===== config.mk =====
export PLATFORM = sky130hd
export DESIGN_NAME = alu_pipe
export DESIGN_NICKNAME = d
export VERILOG_FILES = /design/src/rtl/alu_pkg.sv /design/src/rtl/alu_shifter.sv /design/src/rtl/alu_pipe.sv
export SDC_FILE = /design/constraint.sdc
export NUM_CORES = 1
export LEC_CHECK = 0
export ABC_AREA = 1
export BUFFER_PORTS_ARGS = -buffer_cell sky130_fd_sc_hd__buf_4
export CAP_MARGIN = 20
export CORE_MARGIN = 2
export CORE_UTILIZATION = 55
export DETAILED_ROUTE_END_ITERATION = 7
export PLACE_DENSITY_LB_ADDON = 0.15
export SYNTH_ARGS = -nofsm -noshare
export SYNTH_HDL_FRONTEND = slang
export SYNTH_HIERARCHICAL = 1
export SYNTH_SLANG_ARGS = --single-unit

===== constraint.sdc =====
create_clock -name clk -period 3.1 [get_ports clk]
set_input_delay 0.465 -clock clk [delete_from_list [all_inputs] [get_ports clk]]
set_output_delay 0.465 -clock clk [all_outputs]
set_load 0.01 [all_outputs]

===== src/rtl/alu_pkg.sv =====
// Shared types for the two-stage pipelined ALU: op encoding and the
// control fields that ride along with the operands through stage 1.
package alu_pkg;

  typedef enum logic [2:0] {
    OP_ROL = 3'd0,
    OP_SLL = 3'd1,
    OP_ROR = 3'd2,
    OP_SRA = 3'd3,
    OP_ADD = 3'd4,
    OP_OR  = 3'd5,
    OP_XOR = 3'd6,
    OP_AND = 3'd7
  } op_e;

  typedef struct packed {
    logic cin;
    op_e  op;
    logic sign;
  } s1_ctrl_t;

endpackage


===== src/rtl/alu_shifter.sv =====
// Combinational barrel shifter for ROL, SLL, ROR and SRA; any other op
// passes the operand through unchanged.
module alu_shifter
  import alu_pkg::*;
#(
  parameter int WIDTH   = 16,
  parameter int SHAMT_W = $clog2(WIDTH)
) (
  input  logic [WIDTH-1:0]   a,
  input  logic [SHAMT_W-1:0] amt,
  input  op_e                op,
  output logic [WIDTH-1:0]   out
);

  logic [2*WIDTH-1:0] rol_wide;
  logic [2*WIDTH-1:0] ror_wide;

  // Rotates shift a doubled copy of the operand, so the wrapped bits come for free.
  always_comb begin
    rol_wide = {a, a} << amt;
    ror_wide = {a, a} >> amt;
    unique case (op)
      OP_ROL:  out = rol_wide[2*WIDTH-1:WIDTH];
      OP_SLL:  out = a << amt;
      OP_ROR:  out = ror_wide[WIDTH-1:0];
      OP_SRA:  out = $signed(a) >>> amt;
      default: out = a;
    endcase
  end

endmodule


===== src/rtl/alu_pipe.sv =====
// Two-stage pipelined ALU with valid/ready on both sides: stage 1 registers
// the (optionally inverted) operands, stage 2 computes and registers the result.
module alu_pipe
  import alu_pkg::*;
#(
  parameter int WIDTH   = 16,
  parameter int SHAMT_W = $clog2(WIDTH)
) (
  input  logic             clk,
  input  logic             rst,
  input  logic             in_valid,
  output logic             in_ready,
  input  logic [WIDTH-1:0] a,
  input  logic [WIDTH-1:0] b,
  input  logic             cin,
  input  logic [2:0]       op,
  input  logic             invA,
  input  logic             invB,
  input  logic             sign,
  output logic             out_valid,
  input  logic             out_ready,
  output logic [WIDTH-1:0] out,
  output logic             ofl,
  output logic             cout,
  output logic             zero
);

  typedef struct packed {
    logic [WIDTH-1:0] a;
    logic [WIDTH-1:0] b;
    s1_ctrl_t         ctrl;
  } s1_payload_t;

  s1_payload_t      s1_q;
  logic             s1_valid;
  logic             s2_valid;
  logic             s1_adv;
  logic             s2_adv;
  logic [WIDTH-1:0] shift_res;
  logic [WIDTH:0]   sum_wide;
  logic [WIDTH-1:0] res;
  logic             res_ofl;
  logic             res_cout;

  assign s2_adv    = !s2_valid || out_ready;
  assign s1_adv    = !s1_valid || s2_adv;
  assign in_ready  = s1_adv;
  assign out_valid = s2_valid;

  always_ff @(posedge clk) begin
    if (rst) s1_valid <= 1'b0;
    else if (s1_adv) s1_valid <= in_valid;
  end

  // NOTE: the payload has no reset on purpose; s1_valid alone says whether it is meaningful.
  always_ff @(posedge clk) begin
    if (s1_adv && in_valid) begin
      s1_q.a         <= invA ? ~a : a;
      s1_q.b         <= invB ? ~b : b;
      s1_q.ctrl.cin  <= cin;
      s1_q.ctrl.op   <= op_e'(op);
      s1_q.ctrl.sign <= sign;
    end
  end

  alu_shifter #(.WIDTH(WIDTH), .SHAMT_W(SHAMT_W)) u_shifter (
    .a   (s1_q.a),
    .amt (s1_q.b[SHAMT_W-1:0]),
    .op  (s1_q.ctrl.op),
    .out (shift_res)
  );

  assign sum_wide = {1'b0, s1_q.a} + {1'b0, s1_q.b} + {{WIDTH{1'b0}}, s1_q.ctrl.cin};

  // NOTE: every always_comb output gets a default first so no path can infer a latch.
  always_comb begin
    res      = shift_res;
    res_ofl  = 1'b0;
    res_cout = 1'b0;
    unique case (s1_q.ctrl.op)
      OP_ADD: begin
        res      = sum_wide[WIDTH-1:0];
        res_cout = sum_wide[WIDTH];
        res_ofl  = s1_q.ctrl.sign
                 ? (s1_q.a[WIDTH-1] == s1_q.b[WIDTH-1]) && (sum_wide[WIDTH-1] != s1_q.a[WIDTH-1])
                 : sum_wide[WIDTH];
      end
      OP_OR:   res = s1_q.a | s1_q.b;
      OP_XOR:  res = s1_q.a ^ s1_q.b;
      OP_AND:  res = s1_q.a & s1_q.b;
      default: res = shift_res;
    endcase
  end

  // NOTE: sequential state uses non-blocking assignments so both stages update from pre-edge values.
  always_ff @(posedge clk) begin
    if (rst) begin
      s2_valid <= 1'b0;
      out      <= '0;
      ofl      <= 1'b0;
      cout     <= 1'b0;
      zero     <= 1'b0;
    end else if (s2_adv) begin
      s2_valid <= s1_valid;
      if (s1_valid) begin
        out  <= res;
        ofl  <= res_ofl;
        cout <= res_cout;
        zero <= (res == '0);
      end
    end
  end

endmodule


# [After elaboration in Yosys (flattened, before gate mapping)]
# Cells that the tools add are included.
[word_totals] register_bits=58 inputBits=43 out_inout_bits=21 word_cells=47
[op_classes] addsub=2 eq_ne=9 shift=4 n_mux=7 bitwise=5 reduce_logical=9
[ops] cell="16-bit case mux with 4 select lines" n=2
[ops] cell="16-bit two-way mux" n=2
[ops] cell="16-bit NOT" n=2
[ops] cell="32-bit by 4-bit left shift with 32-bit output" n=1
[ops] cell="32-bit by 4-bit >> shifter with 16-bit output" n=1
[ops] cell="16-bit by 16-bit adder with 17-bit output" n=1
[ops] cell="17-bit by 1-bit adder with 17-bit output" n=1
[ops] cell="16-bit AND" n=1
[ops] cell="16-bit zero test" n=1
[ops] cell="16-bit OR" n=1
[ops] cell="16-bit by 4-bit left shift with 16-bit output" n=1
[ops] cell="16-bit by 4-bit >>> shifter with 16-bit output" n=1
[ops] cell="16-bit XOR" n=1
[ops] cell="3-bit == test (second input constant)" n=4
[ops] cell="3-bit by 2-bit == test with 1-bit output (second input constant)" n=2
[ops] cell="3-bit by 1-bit == test with 1-bit output (second input constant)" n=1
[ops] cell="3-bit zero test" n=1
[ops] cell="1-bit two-way mux" n=3
[ops] cell="1-bit logical AND" n=2
[ops] cell="1-bit zero test" n=2
[ops] cell="1-bit logical OR" n=2
[ops] cell="2-bit AND reduction" n=1
[ops] cell="1-bit == test" n=1
[ops] cell="1-bit inequality test" n=1

# [Logic depth before layout (Yosys ltp)]
[logic_depth] word_depth=6 depth_mapped=23 mapped_depth_nobuf=22

# [By module]
# Netlist, hierarchy kept.
[modules_own_cells] module="alu_pipe" n_inst=1 cells_each=536 area_each_um2=4134.0
[modules_own_cells] module="alu_shifter" n_inst=1 cells_each=527 area_each_um2=2397.3

# [Worst setup path after synthesis]
# OpenSTA, ideal clock, no wires.
[synth_timing] path_type="reg2reg" from="register s1_q[21] (netlist name)" to="register zero" setup_time_ns=0.066 arrival_ns=2.257 t_required_ns=3.034 slack_ns=0.777 path_stages_with_launch=16 path_cell_list="edfxtp_1 fa_1 fa_1 nand2_1 nand2_1 nand3_1 nand2_1 nand2_1 nand3_1 nand3_1 nand2_1 nand2_1 nand2_1 nor2_1 nand3_2 a21oi_2"
[synth_between] elab_chain_len=4
[synth_lines] element="16-bit by 16-bit adder with 17-bit output, or another cell as far along" line="alu_pipe.sv:73" rtl="assign sum_wide = {1'b0, s1_q.a} + {1'b0, s1_q.b} + {{WIDTH{1'b0}}, s1_q.ctrl.cin};"
[synth_lines] element="17-bit by 1-bit adder with 17-bit output or 16-bit case mux with 4 select lines (tied branches)" line="alu_pipe.sv:73, alu_shifter.sv:22"
[synth_lines] element="16-bit case mux with 4 select lines (*)" line="alu_pipe.sv:80" rtl="unique case (s1_q.ctrl.op)"
[synth_lines] element="16-bit zero test (*)" line="alu_pipe.sv:109" rtl="zero <= (res == '0);"
[synth_lines] element="end signal: assignment" line="alu_pipe.sv:109"
[synth_lines] element="end: declaration" line="alu_pipe.sv:25" rtl="output logic zero"
# Mark *: on every way between the ends. The rest lies on a longest branch, timed or not.
# A chain may end at the register's enable or synchronous reset.

# [Worst setup path after layout]
[layout_timing] from="register s1_q[21] (netlist name)" to="register zero"
[layout_between] elab_chain_len=4
[layout_lines] element="16-bit by 16-bit adder with 17-bit output, or another cell as far along" line="alu_pipe.sv:73"
[layout_lines] element="17-bit by 1-bit adder with 17-bit output or 16-bit case mux with 4 select lines (tied branches)" line="alu_pipe.sv:73, alu_shifter.sv:22"
[layout_lines] element="16-bit case mux with 4 select lines (*)" line="alu_pipe.sv:80"
[layout_lines] element="16-bit zero test (*)" line="alu_pipe.sv:109"
# Marks and branches as above.

==> out/qor.txt <==
OUTCOME
------------------------------------------------------------------------------
Result of the run                                                 finished, violations left
Violations in the final reports                                            DRC

TIMING
------------------------------------------------------------------------------
Worst Max-Slew Pin Slew                                               0.719 ns
Part of the cycle the worst path needs                                   90.9%
Final number of max-transition violations                                    0
Final period demand of the worst path                                  2.82 ns
Final sum of negative setup slack                                         0 ns
Number of failing hold endpoints at the final stage                          0
Worst-case clock skew                                               0.00891 ns
Worst hold slack                                                      0.295 ns
Slew HR                                                                  51.9%
Final setup violating endpoints                                              0
Maximum operating frequency                                            355 MHz
Unrepaired setup endpoints after global routing                             no

LOGIC SYNTHESIS
------------------------------------------------------------------------------
Most frequent cell after synthesis                                sky130_fd_sc_hd__nand2_1
Post-synthesis sequential element count                                     58
Cell area after technology mapping                                0.00653 mm^2
Share of synthesized area occupied by flip-flops and latches             23.4%
Leading area contributor after synthesis                          sky130_fd_sc_hd__nand2_1
Synth Area per Inst                                                  6.14 um^2
Most common flop cell mapped by yosys                             sky130_fd_sc_hd__edfxtp_1
Number of enable-type register cells in the synthesized netlist             37
Ranking of synthesized cells by area                              sky130_fd_sc_hd__nand2_1, sky130_fd_sc_hd__edfxtp_1, sky130_fd_sc_hd__nand3_1
Unique cell type count in the Yosys netlist                                 43
Post-Syn Instances                                                        1063
Number of warnings reported in the yosys synthesis log                       6
Net count of the mapped netlist                                           1140
Asr flop ratio synth                                                        0%
List of most frequent post-synthesis cells                        sky130_fd_sc_hd__nand2_1, sky130_fd_sc_hd__nand3_1, sky130_fd_sc_hd__inv_1
Area share of the leading cell type in the synthesized netlist           23.7%

CLOCKING
------------------------------------------------------------------------------
Clock tree from TritonCTS                                                 done
Cell chosen for the clock root                                    sky130_fd_sc_hd__clkbuf_16
Max clock buf depth                                                          2
Worst-path clk slew                                                    0.05 ns
Insertion delay of the later-clocked pin in the worst-skew pair        0.34 ns
Number of buffers created by CTS                                             9
Post-CTS resize count                                                        0
Clock tree sinks                                                            58
H-tree depth                                                                 3
Hold-fix buffers, CTS                                                        0

FINISH
------------------------------------------------------------------------------
Cell Count, Final, Fillers Out                                            1257
Area Growth Syn to Fin                                                   13.4%
Fin util                                                                 64.3%
Final std cell area, no fill                                      0.00741 mm^2
Layout net count                                                          1186
Inserted Diodes                                                              0
Fraction of layout cells with a size suffix above 1                      13.6%

DETAILED ROUTING
------------------------------------------------------------------------------
Drt via density                                                           5.79
Via count                                                                 7283
Starting DRC count in detailed routing                                     922
Per-cell routed wire length                                            16.6 um
Final ANT Viol Nets                                                          0
Total Routed Length                                                    20.9 mm
Detailed-route DRC error count                                               2
Number of detailed-route iterations in the first pass                        8

MIN PATH
------------------------------------------------------------------------------
End point of the worst hold path                                       s1_q[0]
Class of the worst hold path                                      input port to flip-flop
Worst hold path stage count                                                  1
Critical hold path startpoint                                             sign

GLOBAL ROUTING
------------------------------------------------------------------------------
Via count of the first global-routing pass                                6414
Congestion Overflow GR                                                       0
Total Routing Usage GR                                                   33.4%
Maximum number of pins on one net before global-route repair                53
Antenna violations before repair                                             0
Wire length of the first global-routing pass                           33.5 mm

PLACEMENT
------------------------------------------------------------------------------
Area post-placement                                               0.00707 mm^2
HPWL reported at the end of detailed placement                         15.5 mm
Placer's final routability congestion estimate                            1.02
Total of buffers placed on input and output ports                           63
# placed instances                                                        1237

DIE
------------------------------------------------------------------------------
Y dimension of the die                                                  113 um
Placeable core region                                              0.0115 mm^2
Overall die area                                                   0.0128 mm^2
Boundary Pins                                                               64
Starting density of the core                                             56.7%
Std-Cell Rows                                                               39
Die width                                                               113 um

POWER
------------------------------------------------------------------------------
Part of the power in combinational logic                                 38.2%
Static leakage                                                         3.98 nW
Internal power summed over all cells                                 0.00197 W
Clock network fraction of design power                                   31.7%
Worst voltage drop across the vdd grid                                0.400 mV
Sw frac                                                                  38.6%
Power density over cell area                                       434 mW/mm^2
Total net switching power                                            0.00124 W
Portion of total power attributed to sequential cells                    30.1%

CRITICAL PATH
------------------------------------------------------------------------------
Max stage delay on crit path                                           0.52 ns
Required time worst endpoint                                           3.34 ns
Endpoint class of the critical path                                  flip-flop
CP arrival                                                             3.06 ns
Startpoint of the worst register-to-register path                     s1_q[21]
Critical path's most frequent cell                                sky130_fd_sc_hd__nand2_1
Startpoint class of the critical path                                flip-flop
R2r endpoint                                                              zero
Cell at the slowest stage of the critical path                    sky130_fd_sc_hd__edfxtp_1
Largest fanout on the critical path                                          8
Worst reg2reg setup slack                                              0.28 ns
Top delay family on crit path                                     simple AND/OR/NAND/NOR gates
Crit path kind                                                    flip-flop to flip-flop
R2R depth                                                                   14
Worst path buffer plus inverter count                                        0
CP cell instances                                                 fa_1, fa_1, nand2_1, nand2_1, nand3_1, nand2_1, nand2_1, nand3_1, a21oi_1, nor2_1, nand2_1, nor2_2, nand3_2, a21oi_2

FLOW RUN
------------------------------------------------------------------------------
Max-capacitance violation count                                              0

-- layout make-up --
cell class                 instances  area, um^2
clock buffer                      13         293
clock inverter                     3        16.3
fill                            1092        4110
inverter                          98         375
multi-input combinational        858        4350
sequential                        58        1530
tap                              143         179
timing repair buffer              84         668
-- worst register-to-register path, cell delays in order (launching register included) --
cell and delay, ns:
sky130_fd_sc_hd__edfxtp_1 0.52, sky130_fd_sc_hd__fa_1 0.46, sky130_fd_sc_hd__fa_1 0.41, sky130_fd_sc_hd__nand2_1 0.12, sky130_fd_sc_hd__nand2_1 0.15, sky130_fd_sc_hd__nand3_1 0.17, sky130_fd_sc_hd__nand2_1 0.09, sky130_fd_sc_hd__nand2_1 0.07
sky130_fd_sc_hd__nand3_1 0.07, sky130_fd_sc_hd__a21oi_1 0.35, sky130_fd_sc_hd__nor2_1 0.09, sky130_fd_sc_hd__nand2_1 0.09, sky130_fd_sc_hd__nor2_2 0.04, sky130_fd_sc_hd__nand3_2 0.06, sky130_fd_sc_hd__a21oi_2 0.05
-- flip-flops by register name (all words and copies together) (netlist names) --
signal and flops:
cout 1, ofl 1, out 16, out_valid 1
s1_q 37, s1_valid 1, zero 1
-- what timing repair did --
action,4_1_cts,5_1_grt
setup endpoints to repair,0,2
setup buffers,0,4
endpoints found under the hold margin,0,0
-- per-layer routing --
| layer | global-route usage, % | up-vias | wire (um) |
|---|---|---|---|
| met5 | 0 | - | 0 |
| met4 | 12.8 | 0 | 669 |
| met3 | 5.36 | 47 | 2450 |
| met2 | 49.2 | 440 | 8800 |
| met1 | 49.2 | 3256 | 9010 |
| li1 | - | 3540 | - |
-- cells in the final DEF (no fill, tap or decap), drive strengths merged, types with 13 or more instances in the layout --
cell type | netlist | final
a21oi | 30 | 30
ha | 32 | 32
clkbuf | 20 | 13
buf | 29 | 84
nand3 | 191 | 191
xor2 | 32 | 32
or2 | 13 | 13
edfxtp | 37 | 37
nand2 | 422 | 422
dfxtp | 21 | 21
o21ai | 36 | 36
inv | 97 | 98
nor2 | 62 | 62
-- worst max-delay path by stage --
stage | start | to | slack (ns) | cells after the start
2_1_floorplan | s1_q[21] | zero | 0.78 | 15
3_3_place_gp | s1_q[5] | zero | 0.28 | 14
3_5_place_dp | s1_q[5] | zero | 0.21 | 14
4_1_cts | s1_q[5] | zero | 0.18 | 14
5_1_grt | s1_q[6] | zero | 0.11 | 18
6_report | s1_q[21] | zero | 0.28 | 14
-- cells by family (layout without fill, tap and decap cells) --
| logic type | after synthesis | in the layout | synth area share, % |
|---|---|---|---|
| AND/OR/NAND/NOR | 706 | 706 | 47.9 |
| buffers and inverters | 147 | 198 | 10.1 |
| AO/OA/AOI/OAI | 86 | 86 | 7.59 |
| flip-flops | 58 | 58 | 23.4 |
| adder cells (fa/ha/maj) | 34 | 34 | 6.74 |
| XOR/XNOR | 32 | 32 | 4.29 |
-- per-stage QoR --
step / worst slack (ns) / total power [W]
finish: 0.282 / 0.00322
global route: 0.107 / 0.00342
CTS: 0.177 / 0.00319
detailed placement: 0.208 / 0.00217
global placement: 0.277 / 0.00216
floorplan: 0.777 / 0.00182
-- power by group through the flow --
stage | combinational (W) | sequential [W] | clock [W]
final | 0.00123 | 0.000969 | 0.00102
after global routing | 0.00137 | 0.000975 | 0.00107
after CTS | 0.00119 | 0.000973 | 0.00103
after detailed placement | 0.00118 | 0.000988 | 0
after global placement | 0.00118 | 0.000986 | 0
after floorplan | 0.000862 | 0.000962 | 0
No activity file was read; power rests on OpenSTA's default activity.
